### config.mk
export PLATFORM = sky130hd
export DESIGN_NAME = display_scan
export DESIGN_NICKNAME = d
export VERILOG_FILES = /design/src/rtl/display_scan.sv
export SDC_FILE = /design/constraint.sdc
export NUM_CORES = 1
export LEC_CHECK = 0
export ABC_AREA = 1
export CAP_MARGIN = 25
export CORE_ASPECT_RATIO = 1.25
export CORE_UTILIZATION = 40
export DETAILED_ROUTE_END_ITERATION = 12
export REMOVE_ABC_BUFFERS = 1
export SYNTH_ARGS = -nofsm -noshare
export SYNTH_HDL_FRONTEND = slang
export SYNTH_SLANG_ARGS = --single-unit
### constraint.sdc
create_clock -name clock -period 2.36 [get_ports clock]
set_input_delay 0.472 -clock clock [delete_from_list [all_inputs] [get_ports clock]]
set_output_delay 0.472 -clock clock [all_outputs]
set_load 0.02 [all_outputs]
### src/rtl/display_scan.sv
// -----------------------------------------------------------------------------
// display_scan
//   Multiplexed seven-segment display scanner. It snapshots a DIGITS-nibble
//   value once per frame and presents one nibble at a time on `address`,
//   which feeds the segment decoder. It lights the matching active-low digit
//   select while that nibble is shown. Between digits, all selects are held
//   dark for BLANK_CYCLES. The decoder input only changes while the display is
//   dark, so no ghosting is visible.
//
// Parameters
//   DIGITS        number of multiplexed digits (2..8)
//   DWELL_CYCLES  clock cycles each digit is lit (>=1)
//   BLANK_CYCLES  clock cycles all digits are dark between digits (>=2)
//
// Ports
//   clock       in   system clock, rising edge
//   n_reset     in   asynchronous active-low reset
//   value       in   4*DIGITS  hex digits; digit i = value[4i+3:4i]
//   enable      in   DIGITS    per-digit enable; 0 keeps the digit dark
//   address     out  4         nibble to the segment decoder (registered)
//   digit_n     out  DIGITS    active-low digit selects (registered)
//   frame_done  out  1         one-cycle pulse after the last digit's slot
// -----------------------------------------------------------------------------
module display_scan #(
  parameter int DIGITS       = 4,
  parameter int DWELL_CYCLES = 1000,
  parameter int BLANK_CYCLES = 8
) (
  input  logic                  clock,
  input  logic                  n_reset,
  input  logic [4*DIGITS-1:0]   value,
  input  logic [DIGITS-1:0]     enable,
  output logic [3:0]            address,
  output logic [DIGITS-1:0]     digit_n,
  output logic                  frame_done
);

  localparam int CNT_MAX = (DWELL_CYCLES > BLANK_CYCLES) ? DWELL_CYCLES : BLANK_CYCLES;
  localparam int CNT_W   = (CNT_MAX > 1) ? $clog2(CNT_MAX) : 1;
  localparam int IDX_W   = (DIGITS > 1) ? $clog2(DIGITS) : 1;

  localparam logic [CNT_W-1:0]  DWELL_LAST = CNT_W'(DWELL_CYCLES - 1);
  localparam logic [CNT_W-1:0]  BLANK_LAST = CNT_W'(BLANK_CYCLES - 1);
  localparam logic [IDX_W-1:0]  IDX_LAST   = IDX_W'(DIGITS - 1);
  localparam logic [DIGITS-1:0] ALL_DARK   = '1;
  localparam logic [DIGITS-1:0] SEL_ONE    = DIGITS'(1);

  typedef enum logic {
    ST_BLANK   = 1'b0,
    ST_DISPLAY = 1'b1
  } state_t;

  state_t               r_state,      w_state_nx;
  logic [CNT_W-1:0]     r_cnt,        w_cnt_nx;
  logic [IDX_W-1:0]     r_idx,        w_idx_nx;
  logic [4*DIGITS-1:0]  r_snapshot,   w_snapshot_nx;
  logic [3:0]           r_address,    w_address_nx;
  logic [DIGITS-1:0]    r_digit_n,    w_digit_n_nx;
  logic                 r_frame_done, w_frame_done_nx;

  // Nibble of the frame snapshot selected by the current digit index.
  logic [4*DIGITS-1:0]  w_shifted;
  logic [3:0]           w_nibble;
  logic [DIGITS-1:0]    w_sel;
  logic                 w_last_digit;

  assign w_shifted    = r_snapshot >> {r_idx, 2'b00};
  assign w_nibble     = w_shifted[3:0];
  assign w_sel        = SEL_ONE << r_idx;
  assign w_last_digit = (r_idx == IDX_LAST);

  // NOTE: every next-state signal gets a default before the case statement,
  // so no path leaves a signal unassigned and no latch is inferred.
  always_comb begin
    w_state_nx      = r_state;
    w_cnt_nx        = r_cnt + 1'b1;
    w_idx_nx        = r_idx;
    w_snapshot_nx   = r_snapshot;
    w_address_nx    = r_address;
    w_digit_n_nx    = r_digit_n;
    w_frame_done_nx = 1'b0;

    case (r_state)
      ST_BLANK: begin
        // Capture the whole value once at the start of a frame, so every digit
        // of the frame comes from the same snapshot (no tearing).
        if (r_cnt == '0 && r_idx == '0) begin
          w_snapshot_nx = value;
        end
        if (r_cnt == BLANK_LAST) begin
          w_state_nx   = ST_DISPLAY;
          w_cnt_nx     = '0;
          // Address and select change together on the only edge where the
          // display is dark, and enable is sampled only here.
          w_address_nx = w_nibble;
          w_digit_n_nx = ~(w_sel & enable);
        end
      end

      ST_DISPLAY: begin
        if (r_cnt == DWELL_LAST) begin
          w_state_nx      = ST_BLANK;
          w_cnt_nx        = '0;
          w_digit_n_nx    = ALL_DARK;
          w_idx_nx        = w_last_digit ? '0 : r_idx + 1'b1;
          w_frame_done_nx = w_last_digit;
        end
      end

      default: begin
        w_state_nx = ST_BLANK;
        w_cnt_nx   = '0;
      end
    endcase
  end

  // NOTE: state registers use non-blocking assignments, so all registers update
  // from the same pre-edge values regardless of statement order.
  always_ff @(posedge clock or negedge n_reset) begin
    if (!n_reset) begin
      r_state      <= ST_BLANK;
      r_cnt        <= '0;
      r_idx        <= '0;
      r_snapshot   <= '0;
      r_address    <= '0;
      r_digit_n    <= ALL_DARK;
      r_frame_done <= 1'b0;
    end else begin
      r_state      <= w_state_nx;
      r_cnt        <= w_cnt_nx;
      r_idx        <= w_idx_nx;
      r_snapshot   <= w_snapshot_nx;
      r_address    <= w_address_nx;
      r_digit_n    <= w_digit_n_nx;
      r_frame_done <= w_frame_done_nx;
    end
  end

  assign address    = r_address;
  assign digit_n    = r_digit_n;
  assign frame_done = r_frame_done;

endmodule

# == Word level (Yosys, flattened, before mapping) ==
# Cells that the tools add are included.
# classes
reduce_logical,7
order_cmp,0
mul,0
n_eq_ne,5
n_shift,2
bitwise,3
n_mux,12
n_div,0
add_sub_neg,2
# op_table
operator,n
10-bit 2-to-1 mux,2
10-bit one-hot mux with 2 select lines,1
16-bit by 4-bit right shift with 4-bit output,1
"10-bit by 1-bit adder with 10-bit output, second input constant",1
"10-bit equality test, second input constant",1
"10-bit by 3-bit equality test with 1-bit output, second input constant",1
10-bit zero test,1
4-bit 2-to-1 mux,2
4-bit one-hot mux with 2 select lines,1
2-bit AND reduction,4
4-bit bitwise AND,1
1-bit 2-to-1 mux,4
4-bit inverter,1
"1-bit by 2-bit << shifter with 4-bit output, first input constant",1
"2-bit by 1-bit adder with 2-bit output, second input constant",1
"2-bit equality test, second input constant",1
2-bit zero test,1
2-bit 2-to-1 mux,1
"2-bit by 1-bit != test with 1-bit output, second input constant",1
"2-bit != test, second input constant",1
1-bit one-hot mux with 2 select lines,1
1-bit logical AND,1
1-bit inverter,1
# word_totals
ff_bits,38
out_inout_bits,9
mem_bits_ro,0
n_memories,0
mem_bits_rw,0
inputBits,22
latchBits,0
word_cells,38

# == Longest topological paths before layout ==
# Gate-level depths: netlist of run 1.
# logic_depth
ltp_word,5
ltp_mapped,9
depth_no_buf,8

# == Least setup slack after synthesis of run 1 ==
# OpenSTA, ideal clock, no wires.
# synth_path
path_kind,flip-flop to flip-flop
startpoint,register r_idx[0]
endpoint,register r_snapshot[10]
setup_ns,0.116
synth_period_minus_slack_ns,1.553
n_path_buf,2
stages_incl_launch_ff,10
t_arrival_ns,1.437
slack_ns,0.807
required_ns,2.244
cell_sequence,dfrtp_1 > buf_2 > clkinv_1 > ha_1 > nand3_2 > nor2_4 > nand2_4 > buf_6 > nand2_1 > nand2_1
# synth_between
elab_chain_cells,3
# synth_rtl
element,line_no,source
start: declaration,55,"logic [IDX_W-1:0] r_idx, w_idx_nx;"
start signal: assignment,131,r_idx <= w_idx_nx;
2-bit zero test,87,if (r_cnt == '0 && r_idx == '0) begin
1-bit logical AND,87,
2-bit AND reduction (no line),-,
end signal: assignment,132,r_snapshot <= w_snapshot_nx;
end: declaration,56,"logic [4*DIGITS-1:0] r_snapshot, w_snapshot_nx;"
# Every way passes these cells.
# A chain may end at the register's enable or synchronous reset.

# == Worst setup path after layout of run 1 ==
# layout_path
startpoint,"register r_digit_n[0], in the netlist digit_n[0]"
endpoint,output digit_n[0]
# layout_lines
element,line_no,source
start: declaration,58,"logic [DIGITS-1:0] r_digit_n, w_digit_n_nx;"
start signal: assignment,134,r_digit_n <= w_digit_n_nx;
end: declaration,34,"output logic [DIGITS-1:0] digit_n,"
# No word-level cell between the ends.

==> metrics.yaml, run 1 <==
run_status:
  run_status: "complete, no violations"
detailed_routing:
  route.antenna.remaining_nets: 0
  detailroute.via_count: 1576
  drtIter0Drc: 108
  via_per_inst: 4.80
  drc_errors: 0
  routedWlPerCell_um: 12.7
  drt-total-wl_um: 4170
  dr.pass1.iters: 6
logic_synthesis:
  yosysTopAreaCell: "dfrtp_1"
  ys_async_sr_fraction: 1.00
  synth_cell_types: 25
  synth_area_sq_um: 1930
  synth-main-ff-cell: "dfrtp_1"
  synth_edf_count: 0
  synth_area_leaders: "dfrtp_1 44%, nand2_1 12%, nor2_1 8.7%, nand3_1 7.5%, dfstp_2 5.4%"
  synth_top_area_share: 0.440
  post-synth-top-count-cell: "nand2_1"
  ys_seq_elements: 38
  yosysWarnings: 0
  synthTopCellsByCount: "61 x nand2_1, 45 x nor2_1, 34 x dfrtp_1"
  synthCells: 235
  yosysSeqAreaShare: 0.494
  avgSynthCellArea_sq_um: 8.23
placed_design:
  place_congestion: 0.803
  portBuffers: 30
  pre_cts_ws_ns: 0.536
  post-place-cells: 320
  post-dp-hpwl_um: 3040
cts:
  hold_buffers: 0
  clock-root-buffer: "clkbuf_8"
  postCtsSetupBuffers: 0
  clk_pin_slew_ns: 0.07
  insertion_delay_ns: 0.29
  cts-htree-levels: 2
  ctsResizeCount: 0
  numClockSinks: 38
  clockBufferDepth: 2
  cts_tree: "yes"
  cts_buffers: 5
global_route:
  grt_pass1_wl_um: 7430
  first_global_vias: 1641
  grt_max_degree: 39
  grt_usage: 0.194
  gr-total-overflow: 0
  antenna_found_initial: 0
timing:
  worst_slew_pin_slew_ns: 0.822
  fmax_mhz: 529
  setup_slack_ns: 0.471
  finClkSkew_ns: 0.00632
  hold_viol: 0
  drv_slew: 0
  setup_tns_ns: 0
  setup_violations: 0
  rsz0062_at_grt: "no"
  timing.final.crit_period_ns: 1.89
  relSlewSlack: 0.452
  fin_crit_sh: 0.800
die:
  num_rows: 27
  start_util: 0.427
  io_pins: 31
  dieArea_sq_um: 5120
  die_x_um: 64.2
  die_height_um: 79.8
  core_area_sq_um: 4530
finish:
  instances_no_fill: 328
  areaGrowthSynthToFinish_pct: 22.6
  num_antenna_cells: 0
  final_nets: 297
  drive_gt1_frac: 0.100
worst_setup_path:
  critPathLaunchType: "flop"
  slowest_stage: "clkdlybuf4s50_1"
  crit_arrival_ns: 1.42
  crit_type: "reg2out"
  critPathMaxFanout: 2
  end_kind: "primary output"
  crit_chain: "clkdlybuf4s50_1"
  required_ns: 1.89
  path_buf_inv: 1
  cpPeakStageDelay_ns: 0.60
  critPathTopFamily: "buffers and inverters"
hold_path:
  hold_path.class: "in2async"
pwr:
  powerDensity_nw_per_um2: 515
  p_leak_nw: 1.12
  peakVddDrop_mv: 0.292
run:
  max_cap_violations: 0
==> power by group <==
group / internal (W) / leakage, nW / switching (W)
Clock: 0.000236 / 0.0482 / 0.000222
Sequential: 0.000670 / 0.451 / 0.0000112
Combinational: 0.0000460 / 0.623 / 0.0000366
==> sequential cells by signal, indices dropped and copies added (netlist names) <==
name        cells
r_snapshot     16
frame_done      1
digit_n         4
r_state         1
r_cnt          10
address         4
r_idx           2
==> metrics by stage <==
step           hold slack (ns)  instance area [sq um]  power [W]  utilization
2_1_floorplan            0.176                   1910   0.000713            -
3_3_place_gp             0.449                   2280   0.000778        0.504
3_5_place_dp             0.461                   2280   0.000779        0.504
4_1_cts                  0.307                   2370    0.00124        0.524
5_1_grt                  0.342                   2370    0.00128        0.524
6_report                 0.275                   2370    0.00122        0.524
==> final timing paths <==
kind | startpoint | to | slack (ns) | depth (start not counted)
worst max-delay path | digit_n[0] | digit_n[0] | 0.47 | 1
worst min-delay path | n_reset | r_cnt[6] | 0.27 | 1
worst max register to register | r_idx[0] | r_snapshot[5] | 0.54 | 7
worst min register to register | r_snapshot[13] | r_snapshot[13] | 0.48 | 2
max in group asynchronous | n_reset | r_cnt[2] | 1.56 | 1
min in group clock | r_snapshot[13] | r_snapshot[13] | 0.48 | 2
==> final cells by class <==
class | instances | area [sq um]
fill | 467 | 2150
clock buffer | 7 | 86.3
tap | 58 | 72.6
timing repair buffer | 31 | 303
sequential | 38 | 956
clock inverter | 1 | 5.00
inverter | 17 | 63.8
multi-input combinational | 176 | 886
==> kinds of logic after synthesis <==
family,synth area share
AOI/OAI and AO/OA,0.0479
xor gates and xnor gates,0.0226
adders and majority gates,0.0388
buffers and inverters,0.0479
DFF,0.494
and+or+nand+nor,0.349
==> routing by layer <==
metal / up-vias / wire length [um] / global-route usage
met4: 0 / 84 / 0.111
met3: 8 / 131 / 0.0357
li1: 813 / - / -
met1: 722 / 1760 / 0.221
met2: 33 / 2190 / 0.339
met5: - / 0 / 0
==> cells in the final DEF, fill, tap and decap left out, drive strengths merged <==
cell,instances
o21ai,17
nor2,49
xnor2,1
clkdlybuf4s50,29
nand4,3
nand2,64
nand3,31
xor2,4
inv,15
clkinv,3
ha,6
o21bai,1
dfstp,4
dfrtp,34
clkbuf,7
buf,2
Power figures use the tool's default switching activity.
==> run 2, diff against run 1 <==
==> constraint.sdc (replaced) <==
create_clock -name clock -period 1.8 [get_ports clock]
set_input_delay 0.36 -clock clock [delete_from_list [all_inputs] [get_ports clock]]
set_output_delay 0.36 -clock clock [all_outputs]
set_load 0.02 [all_outputs]
==> run 2 against run 1 <==
Clock skew rose by 0.0031 ns. Clock power rose by 23%. Sequential power rose by 31%. Sequential cell count did not move. Count of clock-buffer cells in the layout rose by 1. Die area did not move. Largest cell class unchanged.
==> metrics.yaml, run 2 (synthesis results as in run 1) <==
finish:
  multiInputGateArea_sq_um: 886
  final-seq-area_sq_um: 956
  layout_common_cells: "61 x nand2_1, 45 x nor2_1, 34 x dfrtp_1, 29 x nand3_1, 26 x clkdlybuf4s50_1"
  final_nets: 302
  num_antenna_cells: 0
  top_regs: "r_snapshot (16), r_cnt (10)"
  areaGrowthSynthToFinish_pct: 24.4
  regMostFlops: "r_snapshot"
  drive_gt1_frac: 0.109
  nFillCells: 476
  final_common_cell: "nand2_1"
  largest_reg_flops: 16
detailed_routing:
  highest_layer: "met4"
  met2_length_um: 2040
  detailroute.via_count: 1609
  m1WireLength_um: 1750
  dr.pass1.iters: 4
  route.antenna.remaining_nets: 0
  drc_errors: 0
  routedWlPerCell_um: 12.0
  wl_met3_um: 116
  drt-total-wl_um: 4000
  via_per_inst: 4.83
  drtIter0Drc: 64
worst_setup_path:
  crit_chain: "clkdlybuf4s50_1"
  critPathMaxFanout: 2
  critPathTopFamily: "buffers and inverters"
  crit_type: "reg2out"
  cpPeakStageDelay_ns: 0.59
  crit_arrival_ns: 1.40
  required_ns: 1.44
  regToRegStartpoint: "r_cnt[1]"
  critPathLaunchType: "flop"
  end_kind: "primary output"
  path_buf_inv: 1
  slowest_stage: "clkdlybuf4s50_1"
  setup.worst_path.start: "digit_n[0]"
cts:
  postCtsSetupBuffers: 0
  cts-htree-levels: 2
  clk_pin_slew_ns: 0.08
  clock-root-buffer: "clkbuf_8"
  numClockSinks: 38
  clockBufferDepth: 2
  insertion_delay_ns: 0.29
  cts_buffers: 5
  cts_tree: "yes"
placed_design:
  place_congestion: 0.746
  portBuffers: 30
  post-dp-hpwl_um: 2870
timing:
  finClkSkew_ns: 0.00937
  relSlewSlack: 0.682
  setup_violations: 0
  worst_slew_pin_slew_ns: 0.478
  timing.final.crit_period_ns: 1.76
  holdWs_ns: 0.106
  hold_viol: 0
  fin_crit_sh: 0.980
  fmax_mhz: 567
  drv_slew: 0
  rsz0062_at_grt: "no"
  setup_tns_ns: 0
die:
  die_height_um: 79.8
  start_util: 0.427
  die_x_um: 64.2
  core_area_sq_um: 4530
  dieArea_sq_um: 5120
  num_rows: 27
  io_pins: 31
pwr:
  powerDensity_nw_per_um2: 649
  p_leak_nw: 1.14
  peakVddDrop_mv: 0.377
hold_path:
  hold_path.class: "in2async"
global_route:
  first_global_vias: 1643
  gr-total-overflow: 0
  grt_max_degree: 39
  grt_pass1_wl_um: 7310
  grt_usage: 0.189
  antenna_found_initial: 0
run:
  max_cap_violations: 0
run_status:
  run_status: "complete, no violations"
run 2: final timing paths:
kind / slack, ns / to / cells past startpoint
hold / removal: 0.11 / r_cnt[5] / 2
min in group clock: 0.46 / r_snapshot[4] / 2
setup / recovery: 0.04 / digit_n[0] / 1
hold reg to reg: 0.46 / r_snapshot[4] / 2
max in group asynchronous: 1.33 / digit_n[1] / 2
setup reg to reg: 0.30 / digit_n[0] / 7
run 2: metal layers:
metal / vias up / GRT usage
met3: 12 / 0.0386
li1: 825 / -
met1: 739 / 0.219
met4: 0 / 0.0800
met2: 33 / 0.337
met5: - / 0
run 2: cell type report:
type | instances | area share
tap | 58 | 0.0302
sequential | 38 | 0.397
inverter | 17 | 0.0265
timing repair buffer | 36 | 0.145
multi-input combinational | 176 | 0.368
clock buffer | 8 | 0.0333
run 2: per-stage QoR:
| stage | std cells | worst slack, ns | utilization | total power (W) | cell area [sq um] |
|---|---|---|---|---|---|
| global route | 333 | 0.00124 | 0.532 | 0.00164 | 2410 |
| floorplan | 231 | 0.241 | - | 0.000935 | 1910 |
| detailed placement | 325 | 0.324 | 0.512 | 0.00102 | 2320 |
| finish | 333 | 0.0361 | 0.532 | 0.00156 | 2410 |
| CTS | 333 | 0.0156 | 0.530 | 0.00159 | 2400 |
| global placement | 325 | 0.322 | 0.512 | 0.00102 | 2320 |
run 2: power breakdown:
part           switching (W)  total [W]  internal [W]  leakage [nW]
Combinational      0.0000449   0.000106     0.0000616         0.646
Clock               0.000289   0.000564      0.000275        0.0395
Sequential         0.0000130   0.000892      0.000879         0.451
Total               0.000346    0.00156       0.00122          1.14
run 2: what timing repair did:
action | 4_1_cts | 5_1_grt
hold buffers | 0 | 0
hold endpoints to repair | 0 | 0
resized for setup | 0 | 3
setup endpoints to repair | 0 | 3
